$ cat config.mk
export PLATFORM = sky130hd
export DESIGN_NAME = rotor_step_back_flat
export DESIGN_NICKNAME = d
export VERILOG_FILES = /design/src/rtl/rotor_step_back_if.sv /design/src/rtl/rotor_step_back.sv /design/src/flat_wrapper.sv
export SDC_FILE = /design/constraint.sdc
export NUM_CORES = 1
export LEC_CHECK = 0
export ABC_CLOCK_PERIOD_IN_PS = 2300
export CAP_MARGIN = 20
export CELL_PAD_IN_SITES_DETAIL_PLACEMENT = 0
export CELL_PAD_IN_SITES_GLOBAL_PLACEMENT = 2
export CORE_MARGIN = 8
export CORE_UTILIZATION = 25
export DETAILED_ROUTE_END_ITERATION = 10
export GPL_TIMING_DRIVEN = 1
export PLACE_DENSITY = 0.84
export SYNTH_ARGS = -nofsm -noshare
export SYNTH_HDL_FRONTEND = slang
export SYNTH_SLANG_ARGS = --single-unit
$ cat constraint.sdc
create_clock -name clk -period 2.3 [get_ports clk]
set_clock_uncertainty 0.2 [all_clocks]
set_input_delay 0.345 -clock clk [delete_from_list [all_inputs] [get_ports clk]]
set_output_delay 0.345 -clock clk [all_outputs]
set_load 0.01 [all_outputs]
$ cat src/rtl/rotor_step_back_if.sv
// Request/position bundle between the key controller and the reverse rotor stepper.
// master = key controller side, slave = stepping engine.
interface rotor_step_back_if #(
  parameter int NUM_ROTORS = 3,
  parameter int POS_W      = 5,
  parameter int CNT_W      = 8
);
  logic                          load;
  logic [NUM_ROTORS*POS_W-1:0]   load_pos;
  logic                          req_valid;
  logic [CNT_W-1:0]              req_count;
  logic                          req_ready;
  logic                          busy;
  logic                          step_pulse;
  logic                          done;
  logic [NUM_ROTORS*POS_W-1:0]   pos;

  modport master (
    output load, load_pos, req_valid, req_count,
    input  req_ready, busy, step_pulse, done, pos
  );

  modport slave (
    input  load, load_pos, req_valid, req_count,
    output req_ready, busy, step_pulse, done, pos
  );
endinterface

$ cat src/rtl/rotor_step_back.sv
// Reverse rotor-stepping engine: walks the rotor position chain backward one keystroke
// per clock, borrowing into the next rotor when the faster one lands on its notch.
module rotor_step_back #(
  parameter int                          NUM_ROTORS = 3,
  parameter int                          POS_W      = 5,
  parameter int                          MODULUS    = 26,
  parameter logic [NUM_ROTORS*POS_W-1:0] NOTCH      = {5'd21, 5'd4, 5'd16},
  parameter int                          CNT_W      = 8
) (
  input  logic               clk,
  input  logic               rst_n,
  rotor_step_back_if.slave   bus
);

  localparam logic [POS_W-1:0] MAX_POS = POS_W'(MODULUS - 1);

  typedef enum logic [1:0] {
    IDLE,
    RUN,
    DONE
  } state_e;

  state_e                      state_q, state_d;
  logic [NUM_ROTORS*POS_W-1:0] pos_q, pos_d;
  logic [CNT_W-1:0]            remaining_q, remaining_d;

  logic [NUM_ROTORS*POS_W-1:0] stepPos;
  logic [NUM_ROTORS*POS_W-1:0] loadClean;
  logic                        borrow;
  logic                        reqReady;
  logic                        busyOut;
  logic                        stepPulse;
  logic                        doneOut;

  // One backward keystroke: a rotor borrows from the next only when its new value is its notch.
  always_comb begin
    stepPos = pos_q;
    borrow  = 1'b1;
    for (int i = 0; i < NUM_ROTORS; i++) begin
      if (borrow) begin
        if (pos_q[i*POS_W +: POS_W] == '0) begin
          stepPos[i*POS_W +: POS_W] = MAX_POS;
        end else begin
          stepPos[i*POS_W +: POS_W] = pos_q[i*POS_W +: POS_W] - POS_W'(1);
        end
      end
      borrow = borrow && (stepPos[i*POS_W +: POS_W] == NOTCH[i*POS_W +: POS_W]);
    end
  end

  always_comb begin
    loadClean = bus.load_pos;
    for (int i = 0; i < NUM_ROTORS; i++) begin
      if (bus.load_pos[i*POS_W +: POS_W] > MAX_POS) begin
        loadClean[i*POS_W +: POS_W] = '0;
      end
    end
  end

  always_comb begin
    state_d     = state_q;
    pos_d       = pos_q;
    remaining_d = remaining_q;
    reqReady    = 1'b0;
    busyOut     = 1'b0;
    stepPulse   = 1'b0;
    doneOut     = 1'b0;
    case (state_q)
      IDLE: begin
        reqReady = ~bus.load;
        // A load takes precedence and swallows any request presented in the same cycle.
        if (bus.load) begin
          pos_d = loadClean;
        end else if (bus.req_valid) begin
          remaining_d = bus.req_count;
          state_d     = (bus.req_count != '0) ? RUN : DONE;
        end
      end
      RUN: begin
        busyOut     = 1'b1;
        stepPulse   = 1'b1;
        pos_d       = stepPos;
        remaining_d = remaining_q - CNT_W'(1);
        if (remaining_q == CNT_W'(1)) begin
          state_d = DONE;
        end
      end
      DONE: begin
        doneOut = 1'b1;
        state_d = IDLE;
      end
      default: begin
        state_d = IDLE;
      end
    endcase
  end

  always_ff @(posedge clk or negedge rst_n) begin
    if (!rst_n) begin
      state_q     <= IDLE;
      pos_q       <= '0;
      remaining_q <= '0;
    end else begin
      state_q     <= state_d;
      pos_q       <= pos_d;
      remaining_q <= remaining_d;
    end
  end

  assign bus.req_ready  = reqReady;
  assign bus.busy       = busyOut;
  assign bus.step_pulse = stepPulse;
  assign bus.done       = doneOut;
  assign bus.pos        = pos_q;

endmodule
$ cat src/flat_wrapper.sv
// flat-port wrapper written by rule: the top's interface ports become plain ports
module rotor_step_back_flat 
#(
  parameter int                          NUM_ROTORS = 3,
  parameter int                          POS_W      = 5,
  parameter int                          MODULUS    = 26,
  parameter logic [NUM_ROTORS*POS_W-1:0] NOTCH      = {5'd21, 5'd4, 5'd16},
  parameter int                          CNT_W      = 8
)
  (clk, rst_n, bus_load, bus_load_pos, bus_req_valid, bus_req_count, bus_req_ready, bus_busy, bus_step_pulse, bus_done, bus_pos);
  rotor_step_back_if #(.NUM_ROTORS(NUM_ROTORS), .POS_W(POS_W), .CNT_W(CNT_W)) bus_i ();
  input  logic clk;
  input  logic rst_n;
  input wire logic [$bits(bus_i.load)-1:0] bus_load;
  input wire logic [$bits(bus_i.load_pos)-1:0] bus_load_pos;
  input wire logic [$bits(bus_i.req_valid)-1:0] bus_req_valid;
  input wire logic [$bits(bus_i.req_count)-1:0] bus_req_count;
  output wire logic [$bits(bus_i.req_ready)-1:0] bus_req_ready;
  output wire logic [$bits(bus_i.busy)-1:0] bus_busy;
  output wire logic [$bits(bus_i.step_pulse)-1:0] bus_step_pulse;
  output wire logic [$bits(bus_i.done)-1:0] bus_done;
  output wire logic [$bits(bus_i.pos)-1:0] bus_pos;
  assign bus_i.load = bus_load;
  assign bus_i.load_pos = bus_load_pos;
  assign bus_i.req_valid = bus_req_valid;
  assign bus_i.req_count = bus_req_count;
  assign bus_req_ready = bus_i.req_ready;
  assign bus_busy = bus_i.busy;
  assign bus_step_pulse = bus_i.step_pulse;
  assign bus_done = bus_i.done;
  assign bus_pos = bus_i.pos;
  rotor_step_back #(.NUM_ROTORS(NUM_ROTORS), .POS_W(POS_W), .MODULUS(MODULUS), .NOTCH(NOTCH), .CNT_W(CNT_W)) u_core (.clk(clk), .rst_n(rst_n), .bus(bus_i));
endmodule
## Word level (Yosys, flattened, before mapping)

Cells that the tools add are included.

- Logic and storage cells: 54
- Bits of input ports: 27
- Register bits after elaboration: 25
- Output and inout bits: 19

- Bitwise logic cells: 1
- Multiplexer cells: 21
- Eq/ne operators: 10
- Add/sub/neg operators: 4
- $lt $le $gt $ge: 3
- Reduce and logical (&&, ||, !) cells: 11

Operators by type and width:

| operator | number |
|---|---|
| $mux W5 | 8 |
| $pmux W15 S2 | 1 |
| $mux W8 | 2 |
| $pmux W8 S2 | 1 |
| $gt A5 B5 Y1 const B | 3 |
| $logic_not A5 Y1 | 3 |
| $mux W15 | 1 |
| $sub A5 B1 Y5 const B | 3 |
| $reduce_and A3 Y1 | 3 |
| $eq A8 B1 Y1 const B | 1 |
| $mux W2 | 4 |
| $reduce_bool A8 Y1 | 1 |
| $sub A8 B1 Y8 const B | 1 |
| $ne A2 B2 Y1 const B | 3 |
| $eq A5 B3 Y1 const B | 1 |
| $eq A5 B5 Y1 const B | 1 |
| $ne A2 B1 Y1 const B | 2 |
| $pmux W2 S2 | 1 |
| $mux W1 | 3 |
| $eq A2 B1 Y1 const B | 1 |
| $eq A2 B2 Y1 const B | 1 |
| $logic_not A2 Y1 | 1 |
| $reduce_and A2 Y1 | 1 |
| $reduce_bool A2 Y1 | 1 |
| other kinds (2) | 2 |

## Logic depth before layout (Yosys ltp)

Gate-level depths: netlist (run 1).

- Word-level depth: 8
- Mapped depth: 8

## Worst setup path before layout (run 1)

Ideal clock, no wire load.

- Path kind: register -> register
- Start: register u_core.pos_q[0], in the netlist u_core.bus.pos[0]
- End: register u_core.pos_q[5], in the netlist u_core.bus.pos[5]
- Buffers on the path: 1
- Stages on the path, launching flop included: 9
- Arrival: 1.925 ns
- Setup slack: 0.030 ns
- Required time: 1.955 ns
- Setup time: 0.145 ns
- Path through: dfrtp_1 > inv_1 > ha_1 > or2b_1 > nand4_1 > or4_1 > buf_2 > o32ai_2 > a22oi_1

- Cells in the longest elaborated chain, start to end: 5

RTL lines:

| what | RTL line | source |
|---|---|---|
| from (decl) | rotor_step_back.sv:24 | `logic [NUM_ROTORS*POS_W-1:0] pos_q, pos_d;` |
| from (signal assigned) | rotor_step_back.sv:105 | `pos_q <= pos_d;` |
| $sub A5 B1 Y5 or $logic_not A5 Y1 (tied branches) | rotor_step_back.sv:44, rotor_step_back.sv:41 |  |
| $mux W5 (*) | rotor_step_back.sv:41 | `if (pos_q[i*POS_W +: POS_W] == '0) begin` |
| $eq A5 B5 Y1 (*) | rotor_step_back.sv:47 | `borrow = borrow && (stepPos[i*POS_W +: POS_W] == NOTCH[i*POS_W +: POS_W]);` |
| $mux W5 (*) | rotor_step_back.sv:40 | `if (borrow) begin` |
| $pmux W15 S2 (*) | rotor_step_back.sv:68 | `case (state_q)` |

Every way passes the cells marked *; elsewhere a longest branch is shown, timed or not.
A chain may end at the register's enable or synchronous reset.

## Worst setup path in the final report (run 1)

- Start: register u_core.pos_q[6], in the netlist u_core.bus.pos[6]
- End: register u_core.pos_q[10], in the netlist u_core.bus.pos[10]

- Cells in the longest elaborated chain, start to end: 7

RTL lines:

| what | RTL line |
|---|---|
| $sub A5 B1 Y5 or $logic_not A5 Y1 (tied branches) | rotor_step_back.sv:44, rotor_step_back.sv:41 |
| $mux W5 | rotor_step_back.sv:41 |
| $mux W5 (*) | rotor_step_back.sv:40 |
| $eq A5 B3 Y1 (*) | rotor_step_back.sv:47 |
| $logic_and A1 B1 Y1 (*) | rotor_step_back.sv:47 |
| $ne A2 B1 Y1 (no source line) (*) | -- |
| $reduce_and A3 Y1 (no source line) (*) | -- |

Marked as above.

==> reports/summary.md, run 1 <==
The flow ran to the end, and the final reports show no timing, DRC or antenna violations. For the pin with the worst max-slew slack, the measured transition is 0.494 ns. For this block, the routed nets add up to 5650 microns of wire. The tools report the category of the worst setup path launch point as a flop.

The period utilization is 0.940, and the required time at the worst-slack endpoint is 2.30 ns. Leftover overflow at the end of global routing: 0. The first global-routing pass estimated 9610 microns of wire. The fraction of the yosys area taken by sequential cells is 0.342.

The run gives 3 as the number of buffers created by CTS. In the synthesized netlist the dominant register cell turns out to be sky130_fd_sc_hd__dfrtp_1. No sink is reached through more buffers than the 2 on the longest clock path. For the core region area, the log shows 0.00718 sq mm. Area of the die: 0.0103 sq mm.

The average instance area after synthesis is 8.19 sq um. The run gives 0 as the initial antenna violation count. The worst path in the final design needs a cycle of 2.16 ns, including I/O delays and setup. In this run the core area contains 31 standard-cell rows.

The worst setup path is captured at a flop. The via density per instance came out at 4.96. By area the synthesized netlist is led by sky130_fd_sc_hd__dfrtp_1, sky130_fd_sc_hd__a21oi_1, sky130_fd_sc_hd__o21ai_0, sky130_fd_sc_hd__nor2_1, sky130_fd_sc_hd__ha_1. Slowest cell on the critical path: sky130_fd_sc_hd__or4_4. In this run the static leakage power is 0.997 nW. Wire length per cell after detailed routing: 14.9 microns. The share of layout cells above drive strength 1 is 0.129, and the number of endpoints failing setup at the final stage is 0. Final count of pins violating max slew: 0. The Yosys warning count was 0; the achievable clock frequency was 462 MHz. The worst hold path belongs to the class input port to asynchronous set/reset pin. The final weighted congestion in routability-driven placement was 0.856; the total stage count of the critical path was 6. The setup path with the least slack is of type flop to flop. Setup repair after global routing could not meet its margin everywhere.

The count of nets left with antenna violations once routing finished came out at 0. After filler insertion, the fill cell instance count of the layout stands at 768. The number of nets handed over by synthesis was 256. Traced cell by cell, the critical path runs through inv_2 -> ha_1 -> o21a_1 -> or4_4 -> o21ai_4 -> mux2i_1. For this run, design rule violations remaining after detail routing come to 0. The remaining max-slew budget at the tightest pin is 0.670, and the worst path setup slack after routing is 0.137 ns. The pre-CTS worst setup slack was 0.0904 ns; the H-tree level count was 1. The floorplan step set the die height to 101 microns. The net count of the finished layout is 314. The floorplan die width is 101 microns, and the antenna cell count is 0. Entering global routing, the biggest net connects 26 pins. For the count of buffers added by post-CTS timing repair for setup, the log shows 0. The via count of the first global-routing pass is 1954. Worst reg2reg path startpoint: u_core.bus.pos[6]. In this design, the stage delay of the slowest critical-path cell is 0.58 ns. The final route contains 1878 vias. Of all cell types, the one taking the most synthesized area is sky130_fd_sc_hd__dfrtp_1. The tools report the total I/O pin count as 46. Summed over all nets, the half-perimeter wirelength after detailed placement is 4410 microns. The first detailed-routing pass ran for 4 iterations.

Dividing total power by cell area gives a power density of 1400 mW/mm^2. The worst register-to-register path has a depth of 6. The async set or reset register ratio after synthesis was 1.00; the layout-stage area growth over the synthesis result was 39.8%. The worst ir drop on vdd came out at 0.396 mV. The aggregate global-route resource usage is 0.118, and the max-cap check violation count is 0.

The number of buffer and inverter instances along the worst setup path is 1. Reg2reg setup slack: 0.14 ns. The tools report the post-synthesis cell count as 223. The source-to-sink clock delay at the later pin of the worst-skew pair is 0.28 ns, and the largest fanout of any net on the critical path is 4. The detailed router finished its first iteration with 85 violations. The cell family contributing the most delay on the critical path is simple AND/OR/NAND/NOR gates.

End of the worst register-to-register path: u_core.bus.pos[10]. The post-synthesis register bit count is 25, and the data arrival time of the critical path is 2.17 ns. After synthesis, the netlist uses 50 different library cells. The initial standard-cell utilization of the core is 0.255, and the post-CTS clock slew at the launch and capture registers of the worst setup and hold paths is 0.10 ns. The proportion of netlist area held by the largest area contributor came out at 0.342. TritonCTS built the clock tree. The number of hold violations in the final report came out at 0. After detailed placement, the total cell area comes to 0.00248 sq mm.

The number of flops mapped to enable cells by yosys was 0; the total standard cell area after synthesis was 0.00183 sq mm. CTS saw 25 sinks. After routing the design area is 0.00255 sq mm.

The tree is rooted in a sky130_fd_sc_hd__clkbuf_8. Input and output buffers added on the ports amount to 45.
-- Yosys cell counts, types with 2 or more instances --
library cell                n
sky130_fd_sc_hd__o22ai_1    4
sky130_fd_sc_hd__nand3_1    7
sky130_fd_sc_hd__nor2_1    24
sky130_fd_sc_hd__a22oi_1    3
sky130_fd_sc_hd__dfrtp_1   25
sky130_fd_sc_hd__a21oi_1   22
sky130_fd_sc_hd__clkbuf_1   6
sky130_fd_sc_hd__nand2b_1   4
sky130_fd_sc_hd__o211ai_1   6
sky130_fd_sc_hd__o21a_1     2
sky130_fd_sc_hd__a21o_1     3
sky130_fd_sc_hd__mux2i_1    3
sky130_fd_sc_hd__o21ai_0   20
sky130_fd_sc_hd__nor4b_1    2
sky130_fd_sc_hd__nor4_1     4
sky130_fd_sc_hd__ha_1       6
sky130_fd_sc_hd__nor2b_1    2
sky130_fd_sc_hd__inv_1     12
sky130_fd_sc_hd__a211oi_1   7
sky130_fd_sc_hd__nand4_1    2
sky130_fd_sc_hd__a221oi_1   3
sky130_fd_sc_hd__nor3b_1    2
sky130_fd_sc_hd__or3b_2     2
sky130_fd_sc_hd__o21bai_1   2
sky130_fd_sc_hd__nor3_1    10
sky130_fd_sc_hd__a31oi_1    5
sky130_fd_sc_hd__nand2_1   12
-- per-layer routing --
metal | wire length (microns) | up-vias | global-route usage | share of wire
li1 | - | 946 | - | -
met4 | 59 | 0 | 0.0344 | 0.010
met2 | 2670 | 43 | 0.196 | 0.47
met1 | 2640 | 884 | 0.149 | 0.47
met5 | 0 | - | 0 | 0
met3 | 280 | 5 | 0.0247 | 0.050
-- cell usage in the layout (no fill, tap or decap), drive strengths merged, types with 3 or more instances in the layout --
master and n:
o22ai 4, a221oi 3, a211oi 7, o21ai 21, dfrtp 25, nand2 12, clkdlybuf4s50 44, a21oi 22
a31oi 5, nor4 5, buf 18, o211ai 6, ha 6, nand3 8, a21o 3, mux2i 3
inv 13, nor2 24, nor3 10, a22oi 3, clkbuf 4, nand2b 4
-- worst register-to-register path, cell delays in order (launching register included) --
cell and delay (ns):
sky130_fd_sc_hd__dfrtp_1 0.42, sky130_fd_sc_hd__inv_2 0.09, sky130_fd_sc_hd__ha_1 0.19, sky130_fd_sc_hd__o21a_1 0.22, sky130_fd_sc_hd__or4_4 0.58, sky130_fd_sc_hd__o21ai_4 0.19, sky130_fd_sc_hd__mux2i_1 0.21
-- cells by family (layout without fill, tap and decap cells) --
| logic type | Yosys count | in the layout | share of synthesized area |
|---|---|---|---|
| AO/OA/AOI/OAI | 85 | 85 | 0.304 |
| adder cells (fa/ha/maj) | 6 | 6 | 0.0411 |
| AND/OR/NAND/NOR | 80 | 80 | 0.235 |
| XOR/XNOR | 1 | 1 | 0.00480 |
| multiplexers | 3 | 3 | 0.0164 |
| buffers and inverters | 23 | 80 | 0.0562 |
| flip-flops | 25 | 25 | 0.342 |
-- state kept, by name, indices dropped and copies added, names as in the netlist --
signal and count:
u_core.bus.pos 15, u_core.remaining_q 8, u_core.state_q 2
-- how the worst max path moves through the flow --
stage,start,to,slack [ns]
finish,u_core.bus.pos[6],u_core.bus.pos[10],0.14
global route,u_core.bus.pos[0],u_core.bus.pos[10],-0.0009
CTS,u_core.bus.pos[6],u_core.bus.pos[10],0.03
detailed placement,u_core.bus.pos[6],u_core.bus.pos[10],0.09
global placement,u_core.bus.pos[0],u_core.bus.pos[5],0.13
floorplan,u_core.bus.pos[0],u_core.bus.pos[5],0.03
-- final cells by class --
cell class	count	area, sq um	area share
Sequential cell	25	626	0.245
Tap cell	99	124	0.0485
Multi-Input combinational cell	175	1120	0.439
Clock buffer	4	45.0	0.0176
Inverter	13	51.3	0.0201
Timing Repair Buffer	63	588	0.230
-- stage by stage --
| step | std cells | TNS, ns | power (W) | hold WS (ns) | util |
|---|---|---|---|---|---|
| 2_1_floorplan | 223 | 0 | 0.00233 | -0.151 | - |
| 3_3_place_gp | 375 | 0 | 0.00328 | 0.343 | 0.346 |
| 3_5_place_dp | 375 | 0 | 0.00329 | 0.350 | 0.346 |
| 4_1_cts | 379 | 0 | 0.00359 | 0.244 | 0.353 |
| 5_1_grt | 379 | -0.000862 | 0.00395 | 0.270 | 0.356 |
| 6_report | 379 | 0 | 0.00358 | 0.229 | 0.356 |
-- power breakdown --
| group | leakage [nW] | switching (W) | internal (W) |
|---|---|---|---|
| combinational | 0.684 | 0.00124 | 0.00114 |
| clock | 0.0228 | 0.000160 | 0.000125 |
| sequential | 0.290 | 0.000238 | 0.000674 |
-- what timing repair did --
| item | CTS | global route |
|---|---|---|
| resized for setup | 0 | 7 |
| endpoints found under the setup margin | 0 | 8 |
| hold buffers | 0 | 0 |
No activity file was read; power rests on OpenSTA's default activity.
==> run 2: changes to the inputs <==
Settings changed: PLACE_DENSITY 0.84 to 0.78.
==> run 2 against run 1 <==
  * Final cell count grew 0.79%
  * Power grew 1.8%
  * Hold slack gained 0.0098 ns
  * Via count grew 2.6%
  * Critical path depth shrank 2
  * Highest routed layer unchanged
  * Flip-flop and latch count is the same
  * Global-route usage grew 0.46 points
  * Die area is the same
  * Largest cell class unchanged
==> reports/summary.md, run 2 (synthesis gave the netlist of run 1 again) <==
The flow ran to the end, and the final reports show no timing, DRC or antenna violations. The number of buffer cells added on primary ports works out to 45 (unchanged). Power density normalized to cell area: 1420 mW/mm^2 (+1.4%). STA classifies the critical path endpoint as an output pin. The detailed-route DRC error count came out at 0 (unchanged). The tools report the cell area after placement as 0.00251 sq mm (+0.91%).

The tools report the number of endpoints failing setup at the final stage as 0 (unchanged). The die height came out at 101 microns (unchanged). The fraction of power spent switching nets came out at 0.460 (+0.000974). The source-to-sink clock delay at the later pin of the worst-skew pair came out at 0.28 ns (about the same). The logs give 0 (unchanged) for the leftover overflow at the end of global routing and 751 (-2.2%) for the filler cell count in the final layout. The area taken by flip-flops and latches is 626 sq um (unchanged), and the post-CTS clock slew at the launch and capture registers of the worst setup and hold paths is 0.10 ns (about the same). The net switching component of the power is 0.00167 W (+2.0%), and the total internal power is 0.00197 W (+1.6%). STA classifies the critical path startpoint as a flop. The tools report the total I/O pin count as 46 (unchanged). The pre-CTS worst setup slack was 0.0942 ns (+0.00384 ns). Most common cell after layout, fill and taps aside: sky130_fd_sc_hd__clkdlybuf4s50_1.

The minimum period implied by the final worst setup slack was 2.19 ns (+0.0229 ns); the final setup TNS was 0 ns (unchanged). The met3 demand-to-capacity share in global routing was 0.0337 (+0.00893); the period utilization was 0.950 (+0.00994). The logs give 1 (unchanged) for the H-tree level count and 317 (+0.96%) for the total number of nets in the final design.

For the remaining max-slew budget at the tightest pin, the log shows 0.652 (-0.0182). The leakage power total is 0.999 nW (+0.17%), and the achievable clock frequency is 458 MHz (-1.0%). The run gives 0.670 (+0.004) as the proportion of power drawn by combinational gates. The logs give 0.00111 sq mm (-0.89%) for the multi-input gate area in the final layout and 378 (+0.80%) for the count of placed standard cells including taps. For the core region area, the log shows 0.00718 sq mm (unchanged).

The wire length per cell after detailed routing came out at 15.4 microns (+3.2%). The worst ir drop on vdd was 0.379 mV (-4.3%); the number of buffers created by CTS was 3 (unchanged). The logs give 2029 (+3.8%) for the via count of the first global-routing pass and 0 (unchanged) for the antenna cell count. The tools report the number of sinks handled by clock tree synthesis as 25 (unchanged). The sum of routed wire length over all layers is 5880 microns (+4.1%). The area of the die came out at 0.0103 sq mm (unchanged).

Layout-stage area growth over the synthesis result: 40.4%. The pin count of the biggest net entering global routing is 26 (unchanged), and the share of layout cells above drive strength 1 is 0.141 (+0.0128). The number of rows in the core area came out at 31 (unchanged). In the layout the commonest cells are sky130_fd_sc_hd__clkdlybuf4s50_1, sky130_fd_sc_hd__dfrtp_1, sky130_fd_sc_hd__nor2_1, sky130_fd_sc_hd__a21oi_1, sky130_fd_sc_hd__buf_4. The largest fanout of any net on the critical path came out at 9 (+5). The logs give 0.00256 sq mm (+0.44%) for the summed area of non-filler cells in the final layout and 0.154 (+0.00535) for the global routing usage on met1. The aggregate global-route resource usage came out at 0.122 (+0.00462). The wire length of the first global-routing pass was 10100 microns (+4.8%); the met2 routing resource usage after global routing was 0.200 (+0.00405).

The tools report the required time at the worst-slack endpoint as 1.75 ns (-0.55 ns). The tools report the final count of pins violating max slew as 0 (unchanged). In this run the worst hold path is classified as input port to asynchronous set/reset pin. The number of nets with antenna violations after detailed routing was 0 (unchanged). The maximum buffer depth of the clock tree is 2 (unchanged). Number of hold violations in the final report: 0 (unchanged).

Setup repair after global routing left no endpoint under its margin. The transition time at the pin with the least slew margin was 0.521 ns (+0.0272 ns). TritonCTS built the clock tree.

For the proportion of power drawn by the clock network, the log shows 0.076 (-0.004). The tools report the final weighted congestion in routability-driven placement as 0.783 (-8.5%). The iteration count of the initial detailed-routing pass is 4 (unchanged), and the part of the total power dissipated in sequential elements is 0.254 (about the same). The placed wire-length estimate after detailed placement is 4590 microns (+4.1%). The critical path in this run is classified as flop to output pin. The initial standard-cell utilization of the core is 0.255 (unchanged). The max-cap check violation count was 0 (unchanged). The data arrival time of the critical path is 1.64 ns (-0.53 ns), and the via density per instance is 5.04 (+1.8%).

For the via count, the log shows 1926 (+2.6%). The logs give 0.114 ns (-0.0229 ns) for the worst path setup slack after routing and 52 (-39%) for the initial detailed-routing violation count. The flip-flop count of the largest register after layout was 15 (unchanged); the post-route total power was 0.00364 W (+1.8%).

The floorplan die width is 101 microns (unchanged). The root buffer cell chosen for the clock tree is sky130_fd_sc_hd__clkbuf_8. After global routing, the most crowded layer is met2.

The tools report the filler-free cell count of the finished design as 382 (+0.79%). The tools report the initial antenna violation count as 0 (unchanged).
==> run 2: cell type report <==
class / instances / area share
Timing Repair Buffer: 66 / 0.237
Clock inverter: 1 / 0.00195
Clock buffer: 3 / 0.0161
Multi-Input combinational cell: 175 / 0.433
Tap cell: 99 / 0.0483
Sequential cell: 25 / 0.244
Inverter: 13 / 0.0200
==> run 2: through the flow <==
stage	utilization	hold WS, ns
after floorplan	-	-0.151
after global placement	0.349	0.339
after detailed placement	0.349	0.351
after CTS	0.356	0.242
after global routing	0.357	0.279
final	0.357	0.239
==> run 2: per-layer routing <==
layer | up-vias | wire (microns)
met4 | 0 | 65
met3 | 6 | 377
met1 | 911 | 2740
met2 | 51 | 2690
li1 | 958 | -
met5 | - | 0
==> run 2: critical path, cell delays in order, from the launching register on <==
cell	delay (ns)
sky130_fd_sc_hd__dfrtp_1	0.38
sky130_fd_sc_hd__nand2b_1	0.19
sky130_fd_sc_hd__inv_4	0.08
sky130_fd_sc_hd__buf_4	0.16
sky130_fd_sc_hd__clkdlybuf4s50_1	0.55
==> run 2: repair_timing <==
item                                    in CTS  in global routing
hold buffers                                 0                  0
buffers inserted                             0                  0
gates resized for setup                      0                  5
endpoints found under the setup margin       0                  7
==> run 2: final timing paths <==
check / from / endpoint / slack, ns / cells after the start
setup / recovery: u_core.state_q[1] / bus_step_pulse / 0.11 / 4
hold / removal: rst_n / u_core.remaining_q[6] / 0.24 / 2
setup reg to reg: u_core.bus.pos[6] / u_core.bus.pos[10] / 0.15 / 6
hold reg to reg: u_core.remaining_q[5] / u_core.remaining_q[5] / 0.36 / 2
max in group asynchronous: rst_n / u_core.state_q[1] / 1.39 / 2
min in group clk: u_core.remaining_q[5] / u_core.remaining_q[5] / 0.36 / 2
==> run 2: power by group through the flow <==
stage / Clock [W] / Sequential, W / Combinational (W)
3_3_place_gp: 0 / 0.000921 / 0.00245
5_1_grt: 0.000305 / 0.000968 / 0.00276
2_1_floorplan: 0 / 0.000951 / 0.00138
6_report: 0.000278 / 0.000923 / 0.00244
4_1_cts: 0.000294 / 0.000920 / 0.00245
3_5_place_dp: 0 / 0.000929 / 0.00244
==> run 3: changes to the inputs <==
Settings changed: ABC_CLOCK_PERIOD_IN_PS 2300 to 2000, CAP_MARGIN 20 to unset, CORE_MARGIN 8 to 3.
Clock period 2.3 ns to 2 ns, I/O delays scaled along.
==> run 3 against run 2 <==
  * The run now ends with negative setup slack left
  * Register-to-register slack worse by 0.28 ns
  * Utilization up 5.6 points
  * Sequential share of layout area down 2.6 points
  * Power up 31%
  * First-iteration DRC count up 94%
  * Global-route usage up 2.2 points
  * Largest power group unchanged
==> reports/summary.md, run 3 (synthesis gave the netlist of run 1 again) <==
The share of layout cells above drive strength 1 works out to 0.250 (+0.109). The hold buffer count at CTS is 0 (unchanged). Among all stages on the critical path, the largest delay is contributed by sky130_fd_sc_hd__or4_4. The tools report the number of buffers created by CTS as 3 (unchanged). TritonCTS built the clock tree. The total internal power is 0.00267 W (+36%), and the detailed-route DRC error count is 0 (unchanged). The transition time at the pin with the least slew margin is 0.457 ns (-0.0639 ns), and the proportion of power drawn by the clock network is 0.066 (-0.010). Proportion of power drawn by combinational gates: 0.720 (+0.050). The top cell types in the final layout, fill and taps aside, are sky130_fd_sc_hd__clkdlybuf4s50_1, sky130_fd_sc_hd__buf_4, sky130_fd_sc_hd__dfrtp_1, sky130_fd_sc_hd__nor2_1, sky130_fd_sc_hd__a21oi_1. The power density normalized to cell area was 1660 mW/mm^2 (+17%); the layout-stage area growth over the synthesis result was 57.0%. The area of the die came out at 0.00837 sq mm (-19%). The net switching component of the power is 0.00209 W (+25%), and the worst ir drop on vdd is 0.619 mV (+64%). For the filler-free cell count of the finished design, the log shows 404 (+5.8%).

The run gives 0.263 (+0.00849) as the initial standard-cell utilization of the core. The number of rows in the core area came out at 30 (-3.2%). The family with the most delay on the worst path was simple AND/OR/NAND/NOR gates. The iteration count of the initial detailed-routing pass is 5 (+1), and the wire length per cell after detailed routing is 14.6 microns (-5.1%).

The run finished, with violations left. The flip-flop count of the largest register after layout is 15 (unchanged), and the minimum period implied by the final worst setup slack is 2.13 ns. The final reports fail on negative setup slack. The logs give 2 (unchanged) for the maximum buffer depth of the clock tree and 0.144 (+0.0220) for the aggregate global-route resource usage. The logs give 2.12 ns (+0.48 ns) for the data arrival time of the critical path and 26 (unchanged) for the pin count of the biggest net entering global routing. The tools report the core region area as 0.00694 sq mm (-3.2%). Walking the worst path, the cells encountered are inv_2 -> ha_4 -> o21a_1 -> or4_4 -> o21ai_4 -> mux2i_1. The floorplan die width came out at 91.5 microns (-9.9%).

The path type of the worst min-delay path was input port to asynchronous set/reset pin. The total number of nets in the final design is 342 (+7.9%). The logs give 395 (+4.5%) for the count of placed standard cells including taps and 101 (+94%) for the initial detailed-routing violation count. The startpoint identified for the worst register-to-register timing path is u_core.bus.pos[5]. The critical path in this run is classified as flop to flop.

The maximum single-stage delay on the critical path was 0.57 ns (+0.02 ns); the total I/O pin count was 46 (unchanged). Based on the critical path, the design can be clocked at up to 469 MHz. The H-tree level count is 1 (unchanged). Tracing the worst setup path back leads to its startpoint at u_core.bus.pos[5]. The logs give 0 (unchanged) for the number of nets with antenna violations after detailed routing and 25 (unchanged) for the number of sinks handled by clock tree synthesis.

The source-to-sink clock delay at the later pin of the worst-skew pair was 0.28 ns (about the same); the leakage power total was 1.15 nW (+15%). The worst path setup slack after routing is -0.131 ns (-0.245 ns). The die height works out to 91.5 microns (-9.9%). The library cell used most frequently in the layout, excluding fill and tap cells, is sky130_fd_sc_hd__clkdlybuf4s50_1. The sum of routed wire length over all layers is 5900 microns (+0.41%), and the via density per instance is 5.10 (+1.2%).

Number of buffer cells added on primary ports: 45 (unchanged). The worst setup path is launched from a flop. The post-route total power was 0.00477 W (+31%).

Setup repair after global routing could not meet its margin everywhere. The logs give 1.99 ns (+0.24 ns) for the required time at the worst-slack endpoint and 7 (+7) for the number of endpoints failing setup at the final stage. The run gives 2022 (-0.34%) as the via count of the first global-routing pass. Filler cell count in the final layout: 717 (-4.5%). The final weighted congestion in routability-driven placement was 0.890 (+14%). The number of buffer and inverter instances along the worst setup path was 1 (-2); the remaining max-slew budget at the tightest pin was 0.695 (+0.0427). The run gives 0 (unchanged) as the initial antenna violation count.

The tools report the via count as 2062 (+7.1%). The wire length of the first global-routing pass was 9870 microns (-2.1%). The leftover overflow at the end of global routing was 0 (unchanged). The largest fanout of any net on the critical path is 5 (-4).

The tree is rooted in a sky130_fd_sc_hd__clkbuf_8. The post-CTS clock slew at the launch and capture registers of the worst setup and hold paths is 0.10 ns (about the same). The run gives 0 (unchanged) as the final count of pins violating max slew. The logs give 0 (unchanged) for the max-cap check violation count and 0.214 (-0.040) for the part of the total power dissipated in sequential elements.

Antenna cell count: 0 (unchanged). Number of hold violations in the final report: 0 (unchanged). Period utilization: 1.07.

The fraction of power spent switching nets works out to 0.439 (-0.0205). The placed wire-length estimate after detailed placement is 4440 microns (-3.2%). The worst setup path is captured at a flop.
-- run 3: final timing paths --
check                      slack, ns                     to  cells after the start
max                            -0.13     u_core.bus.pos[11]                      6
min                             0.20      u_core.bus.pos[0]                      2
max reg2reg                    -0.13     u_core.bus.pos[11]                      6
min reg2reg                     0.37  u_core.remaining_q[5]                      2
max in group asynchronous       1.12      u_core.state_q[0]                      2
min in group clk                0.37  u_core.remaining_q[5]                      2
-- run 3: power by group through the flow --
stage / registers, W / clock network (W) / logic, W
floorplan: 0.00110 / 0 / 0.00162
detailed placement: 0.00101 / 0 / 0.00321
CTS: 0.00101 / 0.000333 / 0.00329
global placement: 0.00101 / 0 / 0.00319
finish: 0.00102 / 0.000315 / 0.00343
global route: 0.00106 / 0.000355 / 0.00379
-- run 3: layer usage --
layer | vias to the layer above | global-route usage | share of wire
met5 | - | 0 | 0
met4 | 0 | 0.0389 | 0.012
met3 | 9 | 0.0331 | 0.070
li1 | 1007 | - | -
met1 | 974 | 0.197 | 0.47
met2 | 72 | 0.228 | 0.45
-- run 3: worst reg2reg max path: cells and delay by family, from the launching register on --
family / cells / cell delay (ns)
simple gates: 1 / 0.57
fa+ha+maj: 1 / 0.19
mux: 1 / 0.22
flops: 1 / 0.37
compound gates: 2 / 0.40
buf+inv: 1 / 0.09
-- run 3: repair_timing --
item / CTS / global route
buffers inserted: 4 / 1
gates cloned: 0 / 0
setup endpoints to repair: 12 / 9
pin swaps: 9 / 7
gates resized for setup: 14 / 13
-- run 3: layout make-up --
type	count	area, sq um	share of cell area
clock buffer	3	41.3	0.0144
clock inverter	1	5.00	0.00175
inverter	13	51.3	0.0179
multi-input combinational	175	1190	0.416
sequential	25	626	0.218
tap	96	120	0.0419
timing repair buffer	91	831	0.290
-- run 3: stage by stage --
| stage | setup slack, ns | hold WS [ns] | setup TNS, ns | area, sq um | utilization |
|---|---|---|---|---|---|
| floorplan | -0.170 | -0.196 | -0.750 | 1840 | - |
| global placement | -0.0868 | 0.336 | -0.352 | 2690 | 0.388 |
| detailed placement | -0.121 | 0.351 | -0.593 | 2690 | 0.388 |
| CTS | -0.121 | 0.204 | -0.400 | 2800 | 0.403 |
| global route | -0.211 | 0.223 | -1.38 | 2870 | 0.413 |
| finish | -0.131 | 0.197 | -0.486 | 2870 | 0.413 |
